**src/rtl/lsu_mem_stage.sv**
```systemverilog
// RV32I load/store/retire stage: one outstanding data-memory transaction with
// byte-lane steering, alignment checking, load extension and an ack timeout.
module lsu_mem_stage #(
    parameter int TIMEOUT_CYCLES = 255
) (
    input  logic        i_clk,
    input  logic        i_rst_n,
    input  logic        i_valid,
    output logic        o_ready,
    input  logic [4:0]  i_instr,
    input  logic [31:0] i_addr,
    input  logic [31:0] i_store_data,
    input  logic [4:0]  i_rd_addr,
    input  logic        i_invalidate,
    output logic        o_dmem_req,
    output logic        o_dmem_we,
    output logic [31:0] o_dmem_addr,
    output logic [3:0]  o_dmem_be,
    output logic [31:0] o_dmem_wdata,
    input  logic        i_dmem_ack,
    input  logic [31:0] i_dmem_rdata,
    output logic        o_wb_valid,
    output logic        o_wb_en,
    output logic [4:0]  o_wb_rd_addr,
    output logic [31:0] o_wb_data,
    output logic        o_misaligned,
    output logic        o_bus_err
);

    localparam logic [4:0] OP_LB  = 5'd16;
    localparam logic [4:0] OP_LH  = 5'd17;
    localparam logic [4:0] OP_LW  = 5'd18;
    localparam logic [4:0] OP_LBU = 5'd19;
    localparam logic [4:0] OP_LHU = 5'd20;
    localparam logic [4:0] OP_SB  = 5'd21;
    localparam logic [4:0] OP_SH  = 5'd22;
    localparam logic [4:0] OP_SW  = 5'd23;

    localparam logic [1:0] ST_IDLE   = 2'd0;
    localparam logic [1:0] ST_BUSY   = 2'd1;
    localparam logic [1:0] ST_RETIRE = 2'd2;

    localparam logic [7:0] TO_LAST = 8'(TIMEOUT_CYCLES - 1);

    logic [1:0]  state_q, state_d;
    logic        kill_q, kill_d;
    logic [7:0]  cnt_q, cnt_d;
    logic        req_q, req_d;
    logic        we_q, we_d;
    logic [31:0] addr_q, addr_d;
    logic [3:0]  be_q, be_d;
    logic [31:0] wdata_q, wdata_d;
    logic [4:0]  op_q, op_d;
    logic [1:0]  off_q, off_d;
    logic [4:0]  rd_q, rd_d;
    logic        wb_en_q, wb_en_d;
    logic [31:0] wb_data_q, wb_data_d;
    logic        mis_q, mis_d;
    logic        berr_q, berr_d;

    logic        accept;
    logic        in_mem, in_store, in_byte, in_half, in_mis;
    logic [3:0]  in_be;
    logic [31:0] in_wdata;
    logic        q_load;
    logic [7:0]  ld_byte;
    logic [15:0] ld_half;
    logic [31:0] ld_val;

    assign accept = i_valid & o_ready & ~i_invalidate;

    // Decode of the operation being offered this cycle.
    always_comb begin
        in_mem   = (i_instr >= OP_LB) && (i_instr <= OP_SW);
        in_store = (i_instr == OP_SB) || (i_instr == OP_SH) || (i_instr == OP_SW);
        in_byte  = (i_instr == OP_LB) || (i_instr == OP_LBU) || (i_instr == OP_SB);
        in_half  = (i_instr == OP_LH) || (i_instr == OP_LHU) || (i_instr == OP_SH);
        in_mis   = in_mem && (in_half ? i_addr[0] : (!in_byte && (i_addr[1:0] != 2'b00)));
        if (in_byte) begin
            in_be    = 4'b0001 << i_addr[1:0];
            in_wdata = {4{i_store_data[7:0]}};
        end else if (in_half) begin
            in_be    = i_addr[1] ? 4'b1100 : 4'b0011;
            in_wdata = {2{i_store_data[15:0]}};
        end else begin
            in_be    = 4'b1111;
            in_wdata = i_store_data;
        end
    end

    // Load result extraction from the word returned with the ack.
    always_comb begin
        q_load  = (op_q >= OP_LB) && (op_q <= OP_LHU);
        ld_byte = i_dmem_rdata[{off_q, 3'b000} +: 8];
        ld_half = i_dmem_rdata[{off_q[1], 4'b0000} +: 16];
        case (op_q)
            OP_LB:   ld_val = {{24{ld_byte[7]}}, ld_byte};
            OP_LBU:  ld_val = {24'd0, ld_byte};
            OP_LH:   ld_val = {{16{ld_half[15]}}, ld_half};
            OP_LHU:  ld_val = {16'd0, ld_half};
            default: ld_val = i_dmem_rdata;
        endcase
    end

    always_comb begin
        state_d   = state_q;
        kill_d    = kill_q;
        cnt_d     = cnt_q;
        req_d     = req_q;
        we_d      = we_q;
        addr_d    = addr_q;
        be_d      = be_q;
        wdata_d   = wdata_q;
        op_d      = op_q;
        off_d     = off_q;
        rd_d      = rd_q;
        wb_en_d   = wb_en_q;
        wb_data_d = wb_data_q;
        mis_d     = mis_q;
        berr_d    = berr_q;
        case (state_q)
            ST_IDLE: begin
                if (accept) begin
                    op_d      = i_instr;
                    off_d     = i_addr[1:0];
                    rd_d      = i_rd_addr;
                    kill_d    = 1'b0;
                    berr_d    = 1'b0;
                    mis_d     = in_mis;
                    wb_en_d   = 1'b0;
                    wb_data_d = 32'd0;
                    if (in_mem && !in_mis) begin
                        state_d = ST_BUSY;
                        cnt_d   = 8'd0;
                        req_d   = 1'b1;
                        we_d    = in_store;
                        addr_d  = {i_addr[31:2], 2'b00};
                        be_d    = in_be;
                        wdata_d = in_wdata;
                    end else begin
                        state_d = ST_RETIRE;
                        if (!in_mem) begin
                            wb_en_d   = (i_rd_addr != 5'd0);
                            wb_data_d = i_addr;
                        end
                    end
                end
            end
            ST_BUSY: begin
                if (i_invalidate) begin
                    kill_d = 1'b1;
                end
                // Ack takes priority over a timeout landing in the same cycle.
                if (i_dmem_ack || (cnt_q == TO_LAST)) begin
                    state_d   = ST_RETIRE;
                    req_d     = 1'b0;
                    we_d      = 1'b0;
                    addr_d    = 32'd0;
                    be_d      = 4'd0;
                    wdata_d   = 32'd0;
                    berr_d    = !i_dmem_ack;
                    wb_en_d   = i_dmem_ack && q_load && (rd_q != 5'd0);
                    wb_data_d = (i_dmem_ack && q_load) ? ld_val : 32'd0;
                end else begin
                    cnt_d = cnt_q + 8'd1;
                end
            end
            ST_RETIRE: begin
                state_d   = ST_IDLE;
                kill_d    = 1'b0;
                wb_en_d   = 1'b0;
                wb_data_d = 32'd0;
                mis_d     = 1'b0;
                berr_d    = 1'b0;
            end
            default: state_d = ST_IDLE;
        endcase
    end

    always_ff @(posedge i_clk) begin
        if (!i_rst_n) begin
            state_q   <= ST_IDLE;
            kill_q    <= 1'b0;
            cnt_q     <= 8'd0;
            req_q     <= 1'b0;
            we_q      <= 1'b0;
            addr_q    <= 32'd0;
            be_q      <= 4'd0;
            wdata_q   <= 32'd0;
            op_q      <= 5'd0;
            off_q     <= 2'd0;
            rd_q      <= 5'd0;
            wb_en_q   <= 1'b0;
            wb_data_q <= 32'd0;
            mis_q     <= 1'b0;
            berr_q    <= 1'b0;
        end else begin
            state_q   <= state_d;
            kill_q    <= kill_d;
            cnt_q     <= cnt_d;
            req_q     <= req_d;
            we_q      <= we_d;
            addr_q    <= addr_d;
            be_q      <= be_d;
            wdata_q   <= wdata_d;
            op_q      <= op_d;
            off_q     <= off_d;
            rd_q      <= rd_d;
            wb_en_q   <= wb_en_d;
            wb_data_q <= wb_data_d;
            mis_q     <= mis_d;
            berr_q    <= berr_d;
        end
    end

    // Retire fields read as zero whenever the pulse is suppressed or absent.
    assign o_ready      = (state_q == ST_IDLE) & i_rst_n;
    assign o_wb_valid   = (state_q == ST_RETIRE) & ~kill_q & ~i_invalidate & i_rst_n;
    assign o_wb_en      = o_wb_valid & wb_en_q;
    assign o_wb_rd_addr = o_wb_valid ? rd_q : 5'd0;
    assign o_wb_data    = o_wb_valid ? wb_data_q : 32'd0;
    assign o_misaligned = o_wb_valid & mis_q;
    assign o_bus_err    = o_wb_valid & berr_q;

    assign o_dmem_req   = req_q;
    assign o_dmem_we    = we_q;
    assign o_dmem_addr  = addr_q;
    assign o_dmem_be    = be_q;
    assign o_dmem_wdata = wdata_q;

endmodule

```
**config.mk**
```make
export PLATFORM = sky130hd
export DESIGN_NAME = lsu_mem_stage
export DESIGN_NICKNAME = d
export VERILOG_FILES = /design/src/rtl/lsu_mem_stage.sv
export SDC_FILE = /design/constraint.sdc
export NUM_CORES = 1
export LEC_CHECK = 0
export ABC_AREA = 0
export BUFFER_PORTS_ARGS = -buffer_cell sky130_fd_sc_hd__buf_2
export CAP_MARGIN = 10
export CORE_MARGIN = 2
export CORE_UTILIZATION = 45
export DETAILED_ROUTE_END_ITERATION = 12
export PLACE_DENSITY = 0.73
export SLEW_MARGIN = 40
export SYNTH_ARGS = -nofsm -noshare
export SYNTH_HDL_FRONTEND = slang
export SYNTH_SLANG_ARGS = --single-unit
```
**constraint.sdc**
```tcl
create_clock -name i_clk -period 2.7 [get_ports i_clk]
set_input_delay 0.135 -clock i_clk [delete_from_list [all_inputs] [get_ports i_clk]]
set_output_delay 0.135 -clock i_clk [all_outputs]
set_load 0.01 [all_outputs]
```
Yosys cells after proc, flatten, opt, wreduce, memory -nomap -nowiden
Cells that the tools add are included.

Register bits after elaboration: 128. Bits of input ports: 111. Output and inout port bits: 112. Logic and storage cells: 137.

$add $sub $neg: 1. $lt $le $gt $ge: 4. Eq/ne operators: 19. Shift-type cells: 3. Mux-type cells: 53. Bitwise operators: 11. Reduce and logical (&&, ||, !) cells: 31.

Operator list (number): two-way mux 32 bit (13); one-hot mux 32 bit (2 select lines) (2); one-hot mux 32 bit (4 select lines) (1); one-hot mux 32 bit (3 select lines) (1); equality test 5 bit, second input constant (11); indexed part select 32 x 6 -> 16 bit (1); indexed part select 32 x 6 -> 8 bit (1); two-way mux 4 bit (6); two-way mux 8 bit (3); one-hot mux 8 bit (2 select lines) (1); two-way mux 1 bit (14); greater-or-equal comparator 5 bit, second input constant (2); less-or-equal comparator 5 bit, second input constant (2); inequality test 2 bit, second input constant (5); nonzero test 5 bit (2); bitwise AND 1 bit (9); one-hot mux 1 bit (3 select lines) (3); adder 8 x 1 -> 8 bit, second input constant (1); equality test 8 bit, second input constant (1); one-hot mux 4 bit (2 select lines) (1); AND reduction 4 bit (2); logical AND 1 bit (7); logical OR 1 bit (7); two-way mux 2 bit (3); other kinds (13) (23).

Depth between registers and ports, before layout
Word-level depth: 12. Depth in mapped cells: 8. Mapped depth without buffers: 7.

Worst setup path after synthesis
No wires, ideal clock.

Path type: register to register. Start: reg state_q[0]. End: reg be_q[0] (netlist: o_dmem_be[0]). Setup time: 117 ps. Arrival time: 1866 ps. Data required time: 2583 ps. Setup slack: 717 ps. Stages on the path, launching flop included: 9. Buffers on the path: 1. Clock period less this slack: 1983 ps. Path through: dfxtp_1 > inv_1 > ha_1 > inv_1 > nor2_1 > o211ai_2 > a21o_1 > buf_6 > a32o_1.

Word-level cells in the longest chain between the ends: 6. Elaborated cells on any way between the ends: 11. Classes of those cells: eq/ne: 4; mux: 1; bitwise: 3; reduce/logical: 3.

Ends and longest elaborated chain: start, declared (RTL line 45) `logic [1:0] state_q, state_d;`; start signal, assigned (RTL line 198) `state_q <= state_d;`; logical NOT 2 bit (RTL line 121, 217); bitwise AND 1 bit (RTL line 217) `assign o_ready = (state_q == ST_IDLE) & i_rst_n;`; bitwise AND 1 bit (2 in series) (RTL line 70) `assign accept = i_valid & o_ready & ~i_invalidate;`; inequality test 2 bit (no source line); AND reduction 4 bit (no source line); end signal, assigned (RTL line 188) `be_q <= 4'd0;`; end signal, assigned (RTL line 204) `be_q <= be_d;`; end, declared (RTL line 51) `logic [3:0] be_q, be_d;`.

Parallel ways exist; a longest one is shown, timed or not. A chain may end at the register's enable or synchronous reset.

Worst setup path after layout
Start: in i_instr[3]. End: reg addr_q[18] (netlist: o_dmem_addr[18]).

Word-level cells in the longest chain between the ends: 11. Elaborated cells on any way between the ends: 21. Classes of those cells: order compare: 2; eq/ne: 7; mux: 1; reduce/logical: 11.

Ends and longest elaborated chain: start, declared (RTL line 10) `input logic [4:0] i_instr,`; equality test 5 bit (RTL line 76) `in_byte = (i_instr == OP_LB) || (i_instr == OP_LBU) || (i_instr == OP_SB);`; logical OR 1 bit (2 in series) (RTL line 76); logical NOT 1 bit (RTL line 78) `in_mis = in_mem && (in_half ? i_addr[0] : (!in_byte && (i_addr[1:0] != 2'b00)));`; logical AND 1 bit (RTL line 78); two-way mux 1 bit (RTL line 78); logical AND 1 bit (RTL line 78); logical NOT 1 bit (RTL line 132) `if (in_mem && !in_mis) begin`; logical AND 1 bit * (RTL line 132); inequality test 2 bit (no source line) *; AND reduction 4 bit (no source line) *; end signal, assigned (RTL line 203) `addr_q <= addr_d;`; end, declared (RTL line 50) `logic [31:0] addr_q, addr_d;`.

Mark *: on every way between the ends. The rest lies on a longest branch, timed or not.

==> flow_summary.yaml <==
setup_path:
  path_common_cell: "buf_4"
  path_delay_family: "buffers and inverters"
  timing.setup.critical_path_class: "input port to flip-flop"
  cp-start-kind: "input port"
  critical_path.slowest_cell: "dlygate4sd3_1"
  r2r_setup_slack_ns: 0.47
  critPathMaxFanout: 32
  critical_path.n_buffers_inverters: 4
  critPathCaptureType: "flip-flop"
  timing.critical_path.required_ns: 3.00
  crit_chain: "dlygate4sd3_1 -> buf_2 -> nand2b_1 -> a211oi_2 -> buf_4 -> o211ai_2 -> a21o_1 -> buf_4 -> a32o_1"
  critPathMaxStageDelay_ns: 0.55
  worst_path_arrival_ns: 2.59
synthesis:
  syn-cell-area_um2: 6540
  syn_inst_count: 738
  synth_cell_type_count: 69
  async_reset_ff_share_pct: 0
  post_synth.cell_area_avg_um2: 8.87
  synth_ff_type: "dfxtp_1"
  synth-seq-area-share_pct: 38.5
  synth-edff-count: 0
  ys_ff_latch: 126
  yosysWarnings: 0
power_and_ir_drop:
  vdd.ir_drop.worst_uv: 373
  static-leakage-power_nw: 3.76
  power.density_nw_per_um2: 588
clock_tree:
  htree_num_levels: 4
  tritoncts: "built"
  cts_resized: 0
  numCtsBuffers: 17
  clock_slew_at_reported_path_ffs_ns: 0.06
  tritoncts_num_sinks: 126
  root_buffer: "clkbuf_16"
  clk_latency_ns: 0.41
  cts-root-to-sink-buffers: 2
floorplan:
  fp.dieW_um: 125
  die_h_um: 125
  core_area_um2: 14400
  initial_core_util_pct: 45.5
  ios: 223
  number_of_rows_created_at_floorplan: 44
  die_footprint_um2: 15500
cells_and_area:
  finish.net_count: 1087
  post_layout_nonfiller_instances: 1167
  most-common-layout-cells: "buf_2, dfxtp_1, nand2_1, a32o_1, o21ai_0"
  post-route-cell-area_um2: 8750
  mostFrequentLayoutCell: "buf_2"
  layout-area-overhead-vs-synth_pct: 33.7
  drive_above_1_share_pct: 31.8
  layout.filler_cells: 1268
  num_antenna_cells: 0
placed_design:
  dpl.hpwl_um: 15400
  numPlacedInstances: 1095
  gp_congestion: 0.901
  port_bufs: 220
  dpl-instance-area_um2: 7720
  dp_slack_ns: 0.506
sta:
  final.setup.worst_slack_ns: 0.410
  final_layout_setup_total_negative_slack_ns: 0
  rsz0062_at_grt: "no"
  max_slew_margin_pct: 48.8
  timing.final.crit_share_pct: 84.8
  finalHoldViolCount: 0
  tightest_pin_transition_ns: 0.767
  slew_viol_final: 0
  timing.fmax_mhz: 437
  period_minus_ws_final_ns: 2.29
  fin_hold_ws_ns: 0.0186
  worst_clock_skew_ns: 0.00968
  final-setup-viol-count: 0
routing:
  drt-wirelength-per-cell_um: 18.9
  wirelength_um: 22100
  antenna_violating_nets_post_route: 0
  avgViaCountPerCell: 5.98
  first_pass_iters: 5
  drt_drc_violations_left: 0
  drt_iter0_drc: 449
  routed-via-count: 6974
job:
  cap_violations: 0
global_routing:
  vias_in_the_first_global_route: 6497
  gr-usage-all-layers_pct: 27.5
  first_pass_grt_wire_length_um: 34300
  maximum_number_of_pins_on_one_net_before_global_route_repair: 61
  antenna_found_initial: 0
  grt.overflow.total: 0
worst_hold_path:
  type_of_the_worst_min_delay_path: "input port to flip-flop"
outcome:
  run_status: "completed"
[cell usage after synthesis, types with 16 or more instances]
| cell type | n | area share (%) |
|---|---|---|
| o221ai_1 | 16 | 2.1 |
| a32o_1 | 48 | 7.3 |
| o21ai_0 | 44 | 3.4 |
| a21oi_1 | 42 | 3.2 |
| a31oi_1 | 30 | 2.9 |
| o22ai_1 | 20 | 1.9 |
| a22oi_1 | 16 | 1.8 |
| dfxtp_1 | 126 | 39 |
| clkbuf_1 | 41 | 2.4 |
| nand2_1 | 83 | 4.8 |
| and2_1 | 43 | 4.1 |
[routing by layer]
layer	track usage (%)	wire (µm)
met1	36.1	9460
met2	42.9	10000
met3	7.82	2000
met4	10.6	563
met5	0	0
[power by group]
group	total, mW	switching, mW	internal (mW)
clock network	2.35	0.832	1.52
logic	0.772	0.464	0.308
registers	2.02	0.0540	1.97
[through the flow]
stage	utilization, %	power [mW]
final	60.9	5.15
after global routing	60.9	5.36
after CTS	60.8	5.16
after detailed placement	53.7	2.77
after global placement	53.7	2.76
after floorplan	-	2.50
[cell families (layout without fill, tap and decap cells)]
group,after synthesis,after routing,share of synthesized area (%)
AOI/OAI and AO/OA,287,287,32.2
and+or+nand+nor,207,207,16.8
DFF,126,126,38.5
buffers and inverters,83,327,6.42
muxes,25,25,4.49
adders and majority gates,5,5,0.956
xor gates and xnor gates,4,4,0.535
other,1,2,0.0573
[area by class of cell]
cell class	count	area, µm²	share of cell area (%)
repair buffers	287	1720	19.7
flip-flops and latches	126	2520	28.8
well taps	184	230	2.63
inverters	9	33.8	0.386
clock buffers	21	470	5.38
clock inverters	10	138	1.57
multi-input cells	530	3630	41.5
[final timing paths]
path	start	end	cells after the start
setup / recovery	i_instr[3]	o_dmem_addr[18]	9
hold / removal	i_store_data[5]	o_dmem_wdata[5]	2
setup reg to reg	op_q[0]	wb_data_q[0]	6
hold reg to reg	o_dmem_wdata[10]	o_dmem_wdata[10]	2
[flip-flops by register name (all words and copies together), names as in the netlist]
name	flops
kill_q	1
state_q	2
off_q	2
op_q	5
o_dmem_addr	30
o_dmem_req	1
o_dmem_we	1
wb_en_q	1
mis_q	1
wb_data_q	32
o_dmem_be	4
o_dmem_wdata	32
cnt_q	8
berr_q	1
rd_q	5
[what timing repair did]
| item | CTS | global route |
|---|---|---|
| setup buffers | 0 | 0 |
| endpoints found under the hold margin | 48 | 0 |
| hold buffers | 41 | 0 |
[worst register-to-register path, cell delays in order (launching register included)]
cell	delay (ns)
dfxtp_1	0.54
mux2i_4	0.43
and2_0	0.23
buf_4	0.35
nor2_1	0.07
or3_1	0.35
a31oi_1	0.18
No activity file was read; power rests on OpenSTA's default activity.
